## src/rtl/alu_ops_pkg.sv

```systemverilog
// Shared ALU definitions: the 4-bit ALUOperation codes emitted by the ALU
// control decoder and the state encoding of the multicycle ALU controller.
package alu_ops_pkg;

  localparam logic [3:0] OP_AND        = 4'b0000;
  localparam logic [3:0] OP_OR         = 4'b0001;
  localparam logic [3:0] OP_NOR        = 4'b0010;
  localparam logic [3:0] OP_ADD        = 4'b0011;
  localparam logic [3:0] OP_SUB        = 4'b0100;
  localparam logic [3:0] OP_SLL        = 4'b0101;
  localparam logic [3:0] OP_SRL        = 4'b0110;
  localparam logic [3:0] OP_LUI        = 4'b0111;
  localparam logic [3:0] OP_BRANCH_CMP = 4'b1000;
  localparam logic [3:0] OP_JR         = 4'b1001;
  // First undefined code; every code from here up to 4'b1111 is invalid.
  localparam logic [3:0] OP_INVALID    = 4'b1010;

  // LUI places the low half of B in the upper half of the result.
  localparam int unsigned LUI_SHIFT = 16;

  localparam logic [1:0] ST_IDLE_ENC  = 2'd0;
  localparam logic [1:0] ST_SHIFT_ENC = 2'd1;
  localparam logic [1:0] ST_DONE_ENC  = 2'd2;

  typedef enum logic [1:0] {
    ST_IDLE  = ST_IDLE_ENC,
    ST_SHIFT = ST_SHIFT_ENC,
    ST_DONE  = ST_DONE_ENC
  } state_e;

endpackage

```

## src/rtl/serial_shifter.sv

```systemverilog
// One-bit-per-cycle logical shifter used for SLL/SRL.
// Ports: clk/reset; load captures data, amount and dir (1 = right/SRL);
// result is the value the register holds after the shift of this cycle;
// last is high in the cycle that performs the final shift.
module serial_shifter #(
  parameter int unsigned WIDTH   = 32,
  parameter int unsigned SHAMT_W = 5
) (
  input  logic               clk,
  input  logic               reset,
  input  logic               load,
  input  logic               dir,
  input  logic [WIDTH-1:0]   data,
  input  logic [SHAMT_W-1:0] amount,
  output logic [WIDTH-1:0]   result,
  output logic               last
);

  logic [WIDTH-1:0]   shreg_q, shreg_d;
  logic [SHAMT_W-1:0] cnt_q, cnt_d;
  logic               dir_q, dir_d;

  // One-bit logical shift of the current contents, zero fill on both sides.
  assign result = dir_q ? (shreg_q >> 1) : (shreg_q << 1);
  assign last   = (cnt_q == SHAMT_W'(1));

  always_comb begin
    shreg_d = shreg_q;
    cnt_d   = cnt_q;
    dir_d   = dir_q;
    if (load) begin
      shreg_d = data;
      cnt_d   = amount;
      dir_d   = dir;
    end else if (cnt_q != '0) begin
      shreg_d = result;
      cnt_d   = cnt_q - SHAMT_W'(1);
    end
  end

  always_ff @(posedge clk or posedge reset) begin
    if (reset) begin
      shreg_q <= '0;
      cnt_q   <= '0;
      dir_q   <= 1'b0;
    end else begin
      shreg_q <= shreg_d;
      cnt_q   <= cnt_d;
      dir_q   <= dir_d;
    end
  end

endmodule

```

## src/rtl/alu_multicycle_exec.sv

```systemverilog
// Multicycle ALU with start/busy/done handshake. Logic, arithmetic, LUI and
// JR complete in one cycle; SLL/SRL run serially one bit per cycle.
// Ports: clk, reset (async, active-high); start/ALUOperation/A/B/shamt
// request; busy, done (one-cycle pulse), registered ALUResult, Zero, invalid.
module alu_multicycle_exec
  import alu_ops_pkg::*;
#(
  parameter int unsigned WIDTH   = 32,
  parameter int unsigned SHAMT_W = 5
) (
  input  logic               clk,
  input  logic               reset,
  input  logic               start,
  input  logic [3:0]         ALUOperation,
  input  logic [WIDTH-1:0]   A,
  input  logic [WIDTH-1:0]   B,
  input  logic [SHAMT_W-1:0] shamt,
  output logic               busy,
  output logic               done,
  output logic [WIDTH-1:0]   ALUResult,
  output logic               Zero,
  output logic               invalid
);

  state_e             state_q, state_d;
  logic               busy_q, busy_d;
  logic               done_q, done_d;
  logic [WIDTH-1:0]   result_q, result_d;
  logic               zero_q, zero_d;
  logic               invalid_q, invalid_d;

  logic               sh_load;
  logic               sh_dir;
  logic               is_shift;
  logic [WIDTH-1:0]   sh_result;
  logic               sh_last;
  logic [WIDTH-1:0]   single_res;
  logic               single_inv;

  assign is_shift = (ALUOperation == OP_SLL) || (ALUOperation == OP_SRL);
  assign sh_dir   = (ALUOperation == OP_SRL);

  serial_shifter #(
    .WIDTH  (WIDTH),
    .SHAMT_W(SHAMT_W)
  ) u_shifter (
    .clk   (clk),
    .reset (reset),
    .load  (sh_load),
    .dir   (sh_dir),
    .data  (B),
    .amount(shamt),
    .result(sh_result),
    .last  (sh_last)
  );

  // Single-cycle datapath; shifts by zero pass B through unchanged.
  always_comb begin
    single_res = '0;
    single_inv = 1'b0;
    case (ALUOperation)
      OP_AND:                single_res = A & B;
      OP_OR:                 single_res = A | B;
      OP_NOR:                single_res = ~(A | B);
      OP_ADD:                single_res = A + B;
      OP_SUB, OP_BRANCH_CMP: single_res = A - B;
      OP_SLL, OP_SRL:        single_res = B;
      OP_LUI:                single_res = B << LUI_SHIFT;
      OP_JR:                 single_res = A;
      default:               single_inv = 1'b1;
    endcase
  end

  // Controller: starts are only honoured in IDLE, never queued.
  always_comb begin
    state_d   = state_q;
    busy_d    = busy_q;
    done_d    = 1'b0;
    result_d  = result_q;
    zero_d    = zero_q;
    invalid_d = invalid_q;
    sh_load   = 1'b0;
    case (state_q)
      ST_IDLE: begin
        if (start) begin
          busy_d = 1'b1;
          if (is_shift && (shamt != '0)) begin
            state_d = ST_SHIFT;
            sh_load = 1'b1;
          end else begin
            state_d   = ST_DONE;
            done_d    = 1'b1;
            result_d  = single_res;
            zero_d    = (single_res == '0);
            invalid_d = single_inv;
          end
        end
      end
      ST_SHIFT: begin
        if (sh_last) begin
          state_d   = ST_DONE;
          done_d    = 1'b1;
          result_d  = sh_result;
          zero_d    = (sh_result == '0);
          invalid_d = 1'b0;
        end
      end
      ST_DONE: begin
        state_d = ST_IDLE;
        busy_d  = 1'b0;
      end
      default: begin
        state_d = ST_IDLE;
        busy_d  = 1'b0;
      end
    endcase
  end

  always_ff @(posedge clk or posedge reset) begin
    if (reset) begin
      state_q   <= ST_IDLE;
      busy_q    <= 1'b0;
      done_q    <= 1'b0;
      result_q  <= '0;
      zero_q    <= 1'b1;
      invalid_q <= 1'b0;
    end else begin
      state_q   <= state_d;
      busy_q    <= busy_d;
      done_q    <= done_d;
      result_q  <= result_d;
      zero_q    <= zero_d;
      invalid_q <= invalid_d;
    end
  end

  assign busy      = busy_q;
  assign done      = done_q;
  assign ALUResult = result_q;
  assign Zero      = zero_q;
  assign invalid   = invalid_q;

endmodule
```

## config.mk

```make
export PLATFORM = sky130hd
export DESIGN_NAME = alu_multicycle_exec
export DESIGN_NICKNAME = d
export VERILOG_FILES = /design/src/rtl/alu_ops_pkg.sv /design/src/rtl/serial_shifter.sv /design/src/rtl/alu_multicycle_exec.sv
export SDC_FILE = /design/constraint.sdc
export NUM_CORES = 1
export LEC_CHECK = 0
export CAP_MARGIN = 0
export CELL_PAD_IN_SITES_DETAIL_PLACEMENT = 1
export CELL_PAD_IN_SITES_GLOBAL_PLACEMENT = 1
export CORE_MARGIN = 4
export CORE_UTILIZATION = 31
export DETAILED_ROUTE_END_ITERATION = 10
export PLACE_DENSITY = 0.65
export SLEW_MARGIN = 15
export SYNTH_ARGS = -nofsm -noshare
export SYNTH_HDL_FRONTEND = slang
export SYNTH_HIERARCHICAL = 1
export SYNTH_SLANG_ARGS = --single-unit
```

## constraint.sdc

```tcl
create_clock -name clk -period 2.1 [get_ports clk]
set_clock_uncertainty 0.15 [all_clocks]
set_input_delay 0.315 -clock clk [delete_from_list [all_inputs] [get_ports clk]]
set_output_delay 0.315 -clock clk [all_outputs]
set_load 0.01 [all_outputs]
```

; Yosys cells after proc, flatten, opt, wreduce, memory -nomap -nowiden
; Cells that the tools add are included.
[totals]
elab_cells = 78
ff_bits = 76
out_inout_bits = 36
inputBits = 76
[classes]
bitwise_logic = 4
addsub = 3
eq_ne = 14
reduce_logical = 16
muxes = 32
[ops]
columns = operator, n
row1 = case mux 32 bit (8 select lines), 1
row2 = two-way mux 32 bit, 6
row3 = zero test 32 bit, 2
row4 = case mux 32 bit (2 select lines), 1
row5 = adder 32 bit, 1
row6 = bitwise AND 32 bit, 1
row7 = inverter 32 bit, 1
row8 = OR 32 bit, 1
row9 = subtractor 32 bit, 1
row10 = "equality test 4 x 3 -> 1 bit, second input constant", 4
row11 = two-way mux 1 bit, 14
row12 = two-way mux 5 bit, 2
row13 = nonzero test 5 bit, 2
row14 = OR reduction 10 bit, 1
row15 = "equality test 4 x 2 -> 1 bit, second input constant", 2
row16 = "equality test 4 bit, second input constant", 2
row17 = case mux 1 bit (2 select lines), 4
row18 = two-way mux 2 bit, 3
row19 = "inequality test 2 bit, second input constant", 3
row20 = "equality test 5 x 1 -> 1 bit, second input constant", 1
row21 = "subtractor 5 x 1 -> 5 bit, second input constant", 1
row22 = "equality test 4 x 1 -> 1 bit, second input constant", 1
row23 = zero test 4 bit, 1
row24 = case mux 2 bit (2 select lines), 1
row25 = 9 further kinds, 12

; Logic depth before layout (Yosys ltp)
[logic_depth]
depth_word = 7
depth_mapped = 21
depth_no_buf = 20

; Cells and area by module
; Netlist, hierarchy kept.
[modules_own_cells]
columns = module, area_per_inst_um2, cells_per_inst, n_inst, seq_area_each_um2
row1 = alu_multicycle_exec, 6127.1, 890, 1, 952.2
row2 = serial_shifter, 2174.6, 208, 1, 950.9

; Worst setup path after synthesis
; Ideal clock, no wire load.
[synth_timing]
path_type = input -> register
start = in B[10]
end = reg zero_q (netlist: Zero)
stages = 19
setup_slack_ps = -2784
n_path_buf = 1
arrival_time_ps = 4655
required_ps = 1871
setup_ps = 79
path_cell_list = buf_6 -> or4_4 -> or3_1 -> or4_1 -> or3_4 -> nor3_4 -> nor2_1 -> xnor2_1 -> ha_1 -> a21oi_1 -> o21ai_0 -> a21oi_1 -> nand2_1 -> nor3_1 -> o31ai_1 -> or4b_2 -> nor4_1 -> nand4_1 -> o21ai_0
[synth_via]
elab_chain_len = 7
word_cells_on_any_way = 10
classes_between = 2 x add/sub / 4 x mux / 3 x bitwise / 1 x reduce/logical
[synth_lines]
columns = item, line_no
row1 = "start, declared", alu_multicycle_exec.sv:16  ; input logic [WIDTH-1:0] B,
row2 = "parallel branches: the longest is 2 deep, another holds subtractor 32 bit", n/a
row3 = case mux 32 bit (8 select lines) (*), alu_multicycle_exec.sv:61  ; case (ALUOperation)
row4 = zero test 32 bit (*), alu_multicycle_exec.sv:94  ; zero_d = (single_res == '0);
row5 = two-way mux 1 bit (*), alu_multicycle_exec.sv:87  ; if (is_shift && (shamt != '0)) begin
row6 = two-way mux 1 bit (*), alu_multicycle_exec.sv:85  ; if (start) begin
row7 = case mux 1 bit (2 select lines) (*), alu_multicycle_exec.sv:83  ; case (state_q)
row8 = "end signal, assigned", alu_multicycle_exec.sv:132  ; zero_q <= zero_d;
row9 = "end, declared", alu_multicycle_exec.sv:29  ; logic zero_q, zero_d;
; Every way passes the cells marked *. The select of a mux whose other input is x is not followed.
; A chain may end at the register's enable or synchronous reset.

; Final worst setup path
[layout_timing]
start = in B[9]
end = reg zero_q (netlist: Zero)
; Same word-level chain as after synthesis.

==> impl_summary.txt <==
----------------------------------------------------
[Outcome]
  Status ... complete, but fails checks
  Violations in the final reports ... setup timing

[Die]
  Floorplan die height ... 172 um
  Horizontal extent of the die ... 172 um
  Initial Utilization ... 31.7%
  Standard cell core area ... 0.0262 mm2
  Die ar. ... 0.0295 mm2
  I/O pin count ... 112
  Row count ... 59

[Final layout]
  Share of cells above drive strength 1 ... 51.0%
  Antenna diode count ... 0
  Total non-filler cell area in the finished layout ... 0.0159 mm2
  Nets ... 1,756
  Layout Area Growth over Synthesis ... 91.5%

[Place]
  Final GP Congestion ... 0.919
  IO buf count ... 111
  Post-detail-place hpwl ... 34,000 um
  Minimum setup slack after placement ... -3.77 ns
  Placement-stage cell area ... 0.0127 mm2

[Global routing]
  Vias in the first global route ... 12,500
  Global route hottest layer ... met2
  Maximum number of pins on one net before global-route repair ... 65
  Antenna violations before repair ... 0
  First-pass GRT wire length ... 74,400 um
  Global-route met2 utilization ... 58.3%
  Met3 Usage GRT ... 3.61%
  GR Overflow Total ... 0
  Global-route usage over all layers ... 32.8%
  M1 GR Usage ... 40.5%

[Power and ir drop]
  Pwr/cell area ... 730 mW/mm2
  Worst VDD drop ... 0.515 mV
  Total leakage power ... 7.22 nW

[Yosys]
  Sequential cell area fraction in the yosys report ... 22.9%
  Yosys warnings ... 6
  Unique masters post-synth ... 79
  Share of async-settable or async-resettable flops after synthesis ... 100%
  Yosys top cell area share ... 22.6%
  Net Count, Synth ... 1,211
  Most used flip-flop cell after synthesis ... dfrtp_1
  Top post-synthesis cells by count ... nand2_1 (132), a21oi_1 (113), o21ai_0 (77), dfrtp_1 (75), nor2_1 (73)
  Most frequent cell after synthesis ... nand2_1
  Post-Synthesis Cell Area ... 0.00830 mm2
  Ranking of synthesized cells by area ... dfrtp_1 (23%), a21oi_1 (6.8%), nand2_1 (6.0%)
  Total of flip-flops plus latches after synthesis ... 76
  Cell count after synthesis ... 1,098
  Count of flip-flops with a built-in enable after synthesis ... 0
  Cell type with the highest aggregate area in the netlist ... dfrtp_1
  Per-instance average area after synthesis ... 7.56 um2

[Setup path]
  Crit path max fanout ... 5
  Register-to-register setup slack ... -0.88 ns
  Path depth of the worst reg2reg path ... 9
  Type of destination of the critical path ... flop
  Crit path launch type ... input pin
  Critical path start-end classification ... input pin to flop
  Required time of the critical path ... 2.22 ns
  Data arrival at the endpoint of the critical path ... 5.11 ns

[Timing]
  RSZ-0062 raised after global routing ... true
  Max Freq ... 0.200 GHz
  Slew of the pin with the lowest slew margin ... 0.651 ns
  Number of hold violations in the final report ... 0
  Final Critical Period ... 5.00 ns
  Fin worst setup slack ... -2.90 ns
  Headroom to the max-slew limit ... 56.4%
  Number of endpoints failing setup at the final stage ... 72
  Pins over their slew limit ... 0
  Portion of the clock cycle consumed by the worst path in the final layout ... 238%

[Route]
  Antenna viol nets, final ... 0
  DR DRC count ... 0
  Sum of routed wire length over all layers ... 53,500 um
  Count of vias placed by the detailed router ... 12,200
  Number of search-and-repair iterations in the first detailed-routing pass ... 5
  Wire length per cell after detailed routing ... 27.0 um
  Drt via density ... 6.14
  First-iteration detailed-routing DRC count ... 1,139

[Clock network]
  Clock tree from TritonCTS ... built
  Max Buffers Root-to-Sink ... 2
  Clock buffer count from CTS ... 9
  CTS root buf ... clkbuf_16
  Clock latency of the later-clocked register in the worst-skew pair ... 0.35 ns
  Count of clock tree sinks ... 76
  Maximum level of the CTS H-tree ... 3
  Clk pin slew, worst setup/hold paths ... 0.06 ns

[Job]
  Number of maximum-capacitance violations ... 0

[Hold path]
  Tightest Hold Check Type ... input pin to asynchronous set/reset pin

----------------------------------------------------
sequential cells by signal, summed over array words and instances, names as in the netlist:
register / flops
busy: 1
ALUResult: 32
u_shifter/cnt_q: 5
done: 1
u_shifter/shreg_q: 32
invalid: 1
u_shifter/dir_q: 1
Zero: 1
state_q: 2
cells by family (layout without fill, tap and decap cells):
family          count (synthesis)  after routing  synth area share, %
buf+inv                       114            664                 5.85
flops                          76             76                 22.9
compound gates                383            383                 29.2
xor+xnor                       45             45                 4.75
mux                            84             84                 10.7
fa+ha+maj                      42             42                 6.27
simple gates                  354            354                 20.4
timing repair:
item	CTS	global route
resized for setup	295	193
hold buffers	0	0
gates cloned	11	5
buffers inserted	66	44
setup endpoints to repair	75	72
pin swaps	96	105
power by group:
group | internal (W) | total [W] | switching, W | leakage [nW]
clock network | 0.000800 | 0.00149 | 0.000689 | 0.124
registers | 0.00199 | 0.00240 | 0.000410 | 0.990
logic | 0.00382 | 0.00772 | 0.00389 | 6.10
per-layer routing:
metal / share of wire (%) / wire length, um
met1: 39 / 20900
met2: 49 / 26100
met3: 6.5 / 3490
met4: 5.8 / 3090
met5: 0 / 0
critical path: stages:
cell and delay (ns):
clkdlybuf4s15_1 0.20, nor3_2 0.12, buf_4 0.14, nand4b_1 0.17, buf_4 0.20, or3_4 0.37
or4_4 0.49, or3_4 0.38, nor3_4 0.17, nor2_2 0.06, xnor2_1 0.13, ha_2 0.38
nand2_1 0.06, or3_4 0.39, a211oi_2 0.24, buf_4 0.17, o41a_1 0.25, buf_4 0.16
o21a_1 0.16, o31ai_4 0.07, nor3b_2 0.18, nand4_1 0.13, o21ai_1 0.18
stage by stage:
step	power, W	cells	util [%]	hold slack (ns)	TNS, ns
finish	0.0116	1983	60.7	0.242	-68.25
global route	0.0121	1983	60.7	0.261	-74.10
CTS	0.0105	1947	56.3	0.212	-58.85
detailed placement	0.00822	1855	48.4	0.321	-127.10
global placement	0.00802	1855	48.4	0.311	-121.41
floorplan	0.00510	1098	-	0.279	-43.46
placed cells by master, fill, tap and decap left out, drive strengths merged, types with 9 or more instances in the layout:
| cell | Yosys | layout |
|---|---|---|
| nor3 | 49 | 49 |
| ha | 36 | 36 |
| a21oi | 113 | 113 |
| dfrtp | 75 | 75 |
| a211oi | 10 | 10 |
| inv | 32 | 30 |
| nand4 | 13 | 13 |
| o31ai | 15 | 15 |
| o32ai | 12 | 12 |
| clkbuf | 52 | 16 |
| xnor2 | 30 | 30 |
| nor2b | 11 | 11 |
| nand2b | 9 | 9 |
| a21o | 22 | 22 |
| mux2i | 48 | 48 |
| o21ai | 105 | 105 |
| xor2 | 15 | 15 |
| a22oi | 11 | 11 |
| mux2 | 36 | 36 |
| o211ai | 9 | 9 |
| nand3 | 12 | 12 |
| nor2 | 73 | 73 |
| clkdlybuf4s50 | 0 | 92 |
| nor4 | 19 | 19 |
| nand2 | 133 | 133 |
| buf | 29 | 509 |
path summary, 6_finish.rpt:
path | from | to
setup / recovery | B[9] | Zero$_DFFE_PP1P_
hold / removal | reset | ALUResult[23]$_DFFE_PP0P_
setup reg to reg | u_shifter/dir_q$_DFFE_PP0P_ | Zero$_DFFE_PP1P_
hold reg to reg | ALUResult[26]$_DFFE_PP0P_ | ALUResult[26]$_DFFE_PP0P_
max in group asynchronous | reset | u_shifter/shreg_q[0]$_DFFE_PP0P_
min in group clk | B[5] | u_shifter/shreg_q[5]$_DFFE_PP0P_
area by class of cell:
type	instances	area, um2
multi-input combinational	908	7590
sequential	76	1900
clock buffer	10	229
clock inverter	6	41.3
timing repair buffer	615	5590
fill	2981	10300
inverter	33	128
tap	335	419
(Power assumes the default switching activity.)
